## src/rtl/vend_pkg.sv

```systemverilog
// vend_pkg: shared state encoding, coin values and item prices for the vending controller.
package vend_pkg;
    typedef enum logic [2:0] {S_IDLE, S_COLLECT, S_DISPENSE, S_CHANGE, S_REFUND} state_t;
    localparam logic [5:0] COIN5_VAL  = 6'd5;
    localparam logic [5:0] COIN10_VAL = 6'd10;
    localparam logic [5:0] PRICE0 = 6'd15;
    localparam logic [5:0] PRICE1 = 6'd20;
    localparam logic [5:0] PRICE2 = 6'd25;
    localparam logic [5:0] PRICE3 = 6'd30;
    function automatic logic [5:0] price_of(input logic [1:0] item);
        return item == 2'd0 ? PRICE0 : item == 2'd1 ? PRICE1 : item == 2'd2 ? PRICE2 : PRICE3;
    endfunction
endpackage

```

## src/rtl/vend_change_unit.sv

```systemverilog
// vend_change_unit: serialises an amount into back-to-back change5 pulses, done on the last one.
module vend_change_unit
    import vend_pkg::*;
(
    input  logic       clock,
    input  logic       reset,
    input  logic       load,
    input  logic [5:0] amount,
    output logic       change5,
    output logic       done
);
    logic [5:0] rem;
    always_ff @(posedge clock) begin
        if (reset) begin
            rem     <= 6'd0;
            change5 <= 1'b0;
        end else if (load) begin
            rem     <= amount - COIN5_VAL;
            change5 <= 1'b1;
        end else begin
            rem     <= rem != 6'd0 ? rem - COIN5_VAL : rem;
            change5 <= rem != 6'd0;
        end
    end
    assign done = change5 && rem == 6'd0;
endmodule

```

## src/rtl/vend_controller.sv

```systemverilog
// vend_controller: four-item coin vending FSM with stock tracking and change/refund.
// Define VEND_TIMEOUT_EN to auto-refund after TIMEOUT_CYCLES coinless cycles in COLLECT.
module vend_controller
    import vend_pkg::*;
#(
    parameter logic [3:0] STOCK_INIT     = 4'd9,
    parameter logic [7:0] TIMEOUT_CYCLES = 8'd255
) (
    input  logic       clock,
    input  logic       reset,
    input  logic [1:0] sel,
    input  logic       coin5,
    input  logic       coin10,
    input  logic       cancel,
    input  logic       restock,
    output logic       dispense,
    output logic [1:0] item_out,
    output logic       change5,
    output logic       coin_reject,
    output logic       busy,
    output logic [5:0] credit,
    output logic [3:0] sold_out
);
    state_t     state, state_n;
    logic [3:0] stock   [4];
    logic [3:0] stock_n [4];
    logic       coin_any, accept, tmo, chg_load, chg_done;
    logic [5:0] coin_val, sum, remain, credit_n, price_n;
    logic [1:0] item_n;
    assign coin_any = coin5 | coin10;
`ifdef VEND_TIMEOUT_EN
    logic [7:0] tcnt;
    assign tmo = state == S_COLLECT && !coin_any && tcnt == TIMEOUT_CYCLES - 8'd1;
    always_ff @(posedge clock)
        tcnt <= (reset || state != S_COLLECT || coin_any || tmo) ? 8'd0 : tcnt + 8'd1;
`else
    assign tmo = 1'b0;
`endif
    // item_out doubles as the latched selection, so it is valid throughout DISPENSE
    always_comb begin
        coin_val = coin10 ? COIN10_VAL : COIN5_VAL;
        accept   = coin_any && !(coin5 && coin10) &&
                   ((state == S_IDLE && !sold_out[sel]) || (state == S_COLLECT && !cancel));
        item_n   = (state == S_IDLE && accept) ? sel : item_out;
        price_n  = price_of(item_n);
        sum      = (state == S_IDLE ? 6'd0 : credit) + coin_val;
        remain   = credit - price_of(item_out);
        case (state)
            S_IDLE, S_COLLECT: state_n = (state == S_COLLECT && (cancel || tmo)) ? S_REFUND :
                                         accept ? (sum >= price_n ? S_DISPENSE : S_COLLECT) : state;
            S_DISPENSE:        state_n = remain != 6'd0 ? S_CHANGE : S_IDLE;
            default:           state_n = chg_done ? S_IDLE : state;
        endcase
        credit_n = accept ? sum : state == S_DISPENSE ? remain :
                   (state == S_CHANGE || state == S_REFUND) ? credit - COIN5_VAL : credit;
        chg_load = (state == S_DISPENSE && remain != 6'd0) || (state == S_COLLECT && state_n == S_REFUND);
        for (int i = 0; i < 4; i++)
            stock_n[i] = restock ? STOCK_INIT :
                         (state == S_DISPENSE && item_out == 2'(i) && stock[i] != 4'd0) ? stock[i] - 4'd1 : stock[i];
    end
    always_ff @(posedge clock) begin
        if (reset) begin
            state       <= S_IDLE;
            credit      <= 6'd0;
            item_out    <= 2'd0;
            dispense    <= 1'b0;
            busy        <= 1'b0;
            coin_reject <= 1'b0;
            sold_out    <= 4'd0;
            stock       <= '{default: STOCK_INIT};
        end else begin
            state       <= state_n;
            credit      <= credit_n;
            item_out    <= item_n;
            dispense    <= state_n == S_DISPENSE;
            busy        <= state_n == S_DISPENSE || state_n == S_CHANGE || state_n == S_REFUND;
            coin_reject <= coin_any && !accept;
            stock       <= stock_n;
            for (int i = 0; i < 4; i++)
                sold_out[i] <= stock_n[i] == 4'd0;
        end
    end
    vend_change_unit u_change (
        .clock   (clock),
        .reset   (reset),
        .load    (chg_load),
        .amount  (state == S_DISPENSE ? remain : credit),
        .change5 (change5),
        .done    (chg_done)
    );
endmodule

```

## config.mk

```make
export PLATFORM = sky130hd
export DESIGN_NAME = vend_controller
export DESIGN_NICKNAME = d
export VERILOG_FILES = /design/src/rtl/vend_pkg.sv /design/src/rtl/vend_change_unit.sv /design/src/rtl/vend_controller.sv
export SDC_FILE = /design/constraint.sdc
export NUM_CORES = 1
export LEC_CHECK = 0
export CAP_MARGIN = 15
export CORE_MARGIN = 8
export CORE_UTILIZATION = 50
export DETAILED_ROUTE_END_ITERATION = 10
export MAX_ROUTING_LAYER = met4
export PLACE_DENSITY = 0.68
export SLEW_MARGIN = 20
export SYNTH_ARGS = -nofsm -noshare
export SYNTH_HDL_FRONTEND = slang
export SYNTH_HIERARCHICAL = 1
export SYNTH_SLANG_ARGS = --single-unit
```

## constraint.sdc

```tcl
create_clock -name clock -period 10 [get_ports clock]
set_clock_uncertainty 0.2 [all_clocks]
set_input_delay 2 -clock clock [delete_from_list [all_inputs] [get_ports clock]]
set_output_delay 2 -clock clock [all_outputs]
set_load 0.1 [all_outputs]
```

==> flow_metrics.env <==
export IMPL_status="completed"
export IMPL_cts_sinks=41
export IMPL_die_h_um=92.51
export IMPL_wirelength_mm=6.677
export IMPL_overflow=0
export IMPL_required_ps=10030
export IMPL_r2r_start="item_out[1]"
export IMPL_finalHoldViolCount=0
export IMPL_drc=0
export IMPL_cp_arrival_ps=5740
export IMPL_fillerInstances=534
export IMPL_cts_resized=0
export IMPL_cts_max_level=2
export IMPL_postCtsSetupBuffers=0
export IMPL_cp_end_kind="flip-flop"
export IMPL_vias=2487
export IMPL_cts_path_max_buffers=2
export IMPL_synth_cells=349
export IMPL_yosysSeqAreaShare_pct=28.05
export IMPL_dr_pass1_iters=4
export IMPL_power_per_cell_area_nw_per_um2=286.4
export IMPL_p_leak_nw=1.331
export IMPL_syn_area_per_cell_sq_um=8.386
export IMPL_worst_pin_slew_ps=993.0
export IMPL_fin_cells=442
export IMPL_viasPerCell=5.627
export IMPL_hold_buffers=0
export IMPL_rr_endpoint="u_change/rem[4]"
export IMPL_row_count=28
export IMPL_seq_area_sq_um=820.8
export IMPL_layout_drive_gt1_share_pct=7.902
export IMPL_nNetsFinal=406
export IMPL_path_class="in2reg"
export IMPL_dp_hpwl_mm=5.100
export IMPL_initial_core_util_pct=50.63
export IMPL_r2r_setup_slack_ps=5830
export IMPL_async_reset_ff_share_pct=0
export IMPL_rr_worst_depth=15
export IMPL_grt_max_degree=20
export IMPL_critPathSlowestCell="mux4_1"
export IMPL_clkTransAtPathRegs_ps=80
export IMPL_antenna_found_initial=0
export IMPL_critPathLaunch="sel[0]"
export IMPL_critPathMaxStageDelay_ps=570
export IMPL_yosysWarnings=6
export IMPL_fin_tns_setup_ps=0
export IMPL_crit_path_start_kind="input port"
export IMPL_core_sq_um=5781
export IMPL_die_w_um=92.51
export IMPL_path_cells="clkdlybuf4s50_1 -> mux4_1 -> inv_1 -> o2111ai_2 -> nor2_1 -> mux2i_1 -> ha_1 -> ha_1 -> a21oi_1 -> o21ai_0 -> a31oi_1 -> nor2_1 -> a211oi_2 -> mux2i_1"
export IMPL_finalPower_uw=930.5
export IMPL_whs_ps=323.6
export IMPL_dp_cells=434
export IMPL_finalCritPeriodShare_pct=57.12
export IMPL_clk_latency_ps=290
export IMPL_maxCapViolations=0
export IMPL_diodes=0
export IMPL_syn_nets=389
export IMPL_finalMaxSlewViolations=0
export IMPL_cp_max_fo=12
export IMPL_pre_cts_slack_ps=3998
export IMPL_multi_input_area_sq_um=1921
export IMPL_setup_ws_ps=4288
export IMPL_slew_headroom_pct=33.59
export IMPL_fmax_mhz=175.1
export IMPL_port_buffers=23
export IMPL_vdd_drop_max_mv=0.1512
export IMPL_grt_use_total_pct=16.56
export IMPL_clockRootBuffer="clkbuf_8"
export IMPL_synth_edf_count=0
export IMPL_synth_ff_type="dfxtp_1"
export IMPL_rsz0062_at_grt="no"
export IMPL_ios=24
export IMPL_ys_seq_elements=41
export IMPL_ys_types=60
export IMPL_syn_area_sq_um=2927
export IMPL_gp_congestion=0.8379
export IMPL_postRouteAntennaNets=0
export IMPL_dieArea_sq_um=8557
export IMPL_final_setup_viol_count=0
export IMPL_cts_tree="done"
export IMPL_fin_crit_ps=5712
export IMPL_wire_per_inst_um=15.11
export IMPL_first_iter_violations=163
export IMPL_hold_path_class="reg2reg"
export IMPL_syn2layout_area_growth_pct=11.03
export IMPL_cts_inserted_buffers=5
export IMPL_grt_pass1_wl_mm=11.25
export IMPL_grt_pass1_vias=2365
export IMPL_crit_end="busy"
sequential cells by signal, indices dropped and copies added (netlist names):
signal	cells
stock	16
state	3
dispense	1
busy	1
sold_out	4
credit	6
item_out	2
coin_reject	1
u_change/change5	1
u_change/rem	6
layer usage:
| layer | part of all wire, % | track usage, % | up-vias |
|---|---|---|---|
| li1 | - | - | 1275 |
| met1 | 48 | 20.92 | 1171 |
| met2 | 48 | 26.70 | 35 |
| met3 | 2.7 | 2.832 | 6 |
| met4 | 1.1 | 4.295 | 0 |
| met5 | 0 | - | - |
layout by cell type, fill, tap and decap left out, types with 2 or more instances in the layout:
cell / count
and2_1: 3
and3_1: 3
o21ai_2: 3
nor2_1: 39
ha_1: 30
a21oi_1: 25
or3_1: 5
or2_2: 3
fa_1: 2
o21ai_0: 12
a21o_1: 4
inv_1: 24
xor2_1: 8
nand3b_1: 3
a211oi_1: 8
clkbuf_8: 5
a211oi_2: 2
o311ai_1: 2
clkdlybuf4s50_1: 23
nor3_1: 14
o22ai_1: 2
nor4_1: 6
xnor2_1: 11
clkinv_2: 2
nor2b_1: 3
a31oi_1: 4
nand3_1: 10
nand2b_1: 3
mux2i_1: 9
dfxtp_1: 41
o21a_1: 5
nand2_1: 25
Yosys cell counts, drive strengths merged (7+ instances only):
master	n	area, sq um
a211oi	10	85.08
a21oi	25	125.1
buf	9	62.55
dfxtp	41	820.8
ha	30	375.4
inv	25	93.84
mux2i	9	90.09
nand2	25	93.84
nand3	10	50.05
nor2	39	146.4
nor3	15	80.08
nor4	7	50.05
o21ai	15	86.34
xnor2	11	96.34
xor2	8	70.07
worst max-delay path, delay by kind of cell:
kind	cells	cell delay, ps
buffers and inverters	2	610
AND/OR/NAND/NOR	2	410
multiplexers	3	1190
AO/OA/AOI/OAI	5	1020
adder cells (fa/ha/maj)	2	500
layout make-up:
| type | instances | share of cell area [%] |
|---|---|---|
| inverter | 25 | 2.888 |
| timing repair buffer | 24 | 7.316 |
| clock inverter | 2 | 0.3080 |
| multi-input combinational | 269 | 59.11 |
| clock buffer | 6 | 2.233 |
| tap | 75 | 2.888 |
| sequential | 41 | 25.26 |
stage by stage:
step	util (%)	instance area [sq um]
after floorplan	-	2927
after global placement	54.78	3167
after detailed placement	54.78	3167
after CTS	56.21	3249
after global routing	56.21	3249
final	56.21	3249
worst min-delay path by stage:
stage                     startpoint   endpoint  slack [ps]  cells after the start
after floorplan            stock[13]  stock[13]         280                      2
after global placement      stock[3]   stock[3]         300                      2
after detailed placement    stock[3]   stock[3]         310                      2
after CTS                   stock[9]   stock[9]         330                      2
after global routing        stock[3]   stock[3]         350                      2
final                      stock[13]  stock[13]         320                      2
cells by family (layout without fill, tap and decap cells):
logic type                 count (synthesis)  count (layout)  synth area share [%]
muxes                                     10              10                 3.976
DFF                                       41              41                 28.05
adders and majority gates                 32              32                 14.19
and+or+nand+nor                          127             127                 22.02
buffers and inverters                     39              57                 6.327
xor gates and xnor gates                  19              19                 5.686
AOI/OAI and AO/OA                         81              81                 19.75
report_power, final:
part | internal, mW | total, mW | switching [mW]
sequential | 0.194 | 0.243 | 0.0485
clock | 0.0485 | 0.107 | 0.0583
combinational | 0.211 | 0.581 | 0.369
total | 0.454 | 0.931 | 0.476
Note: power is estimated with default switching activity, not from simulation.
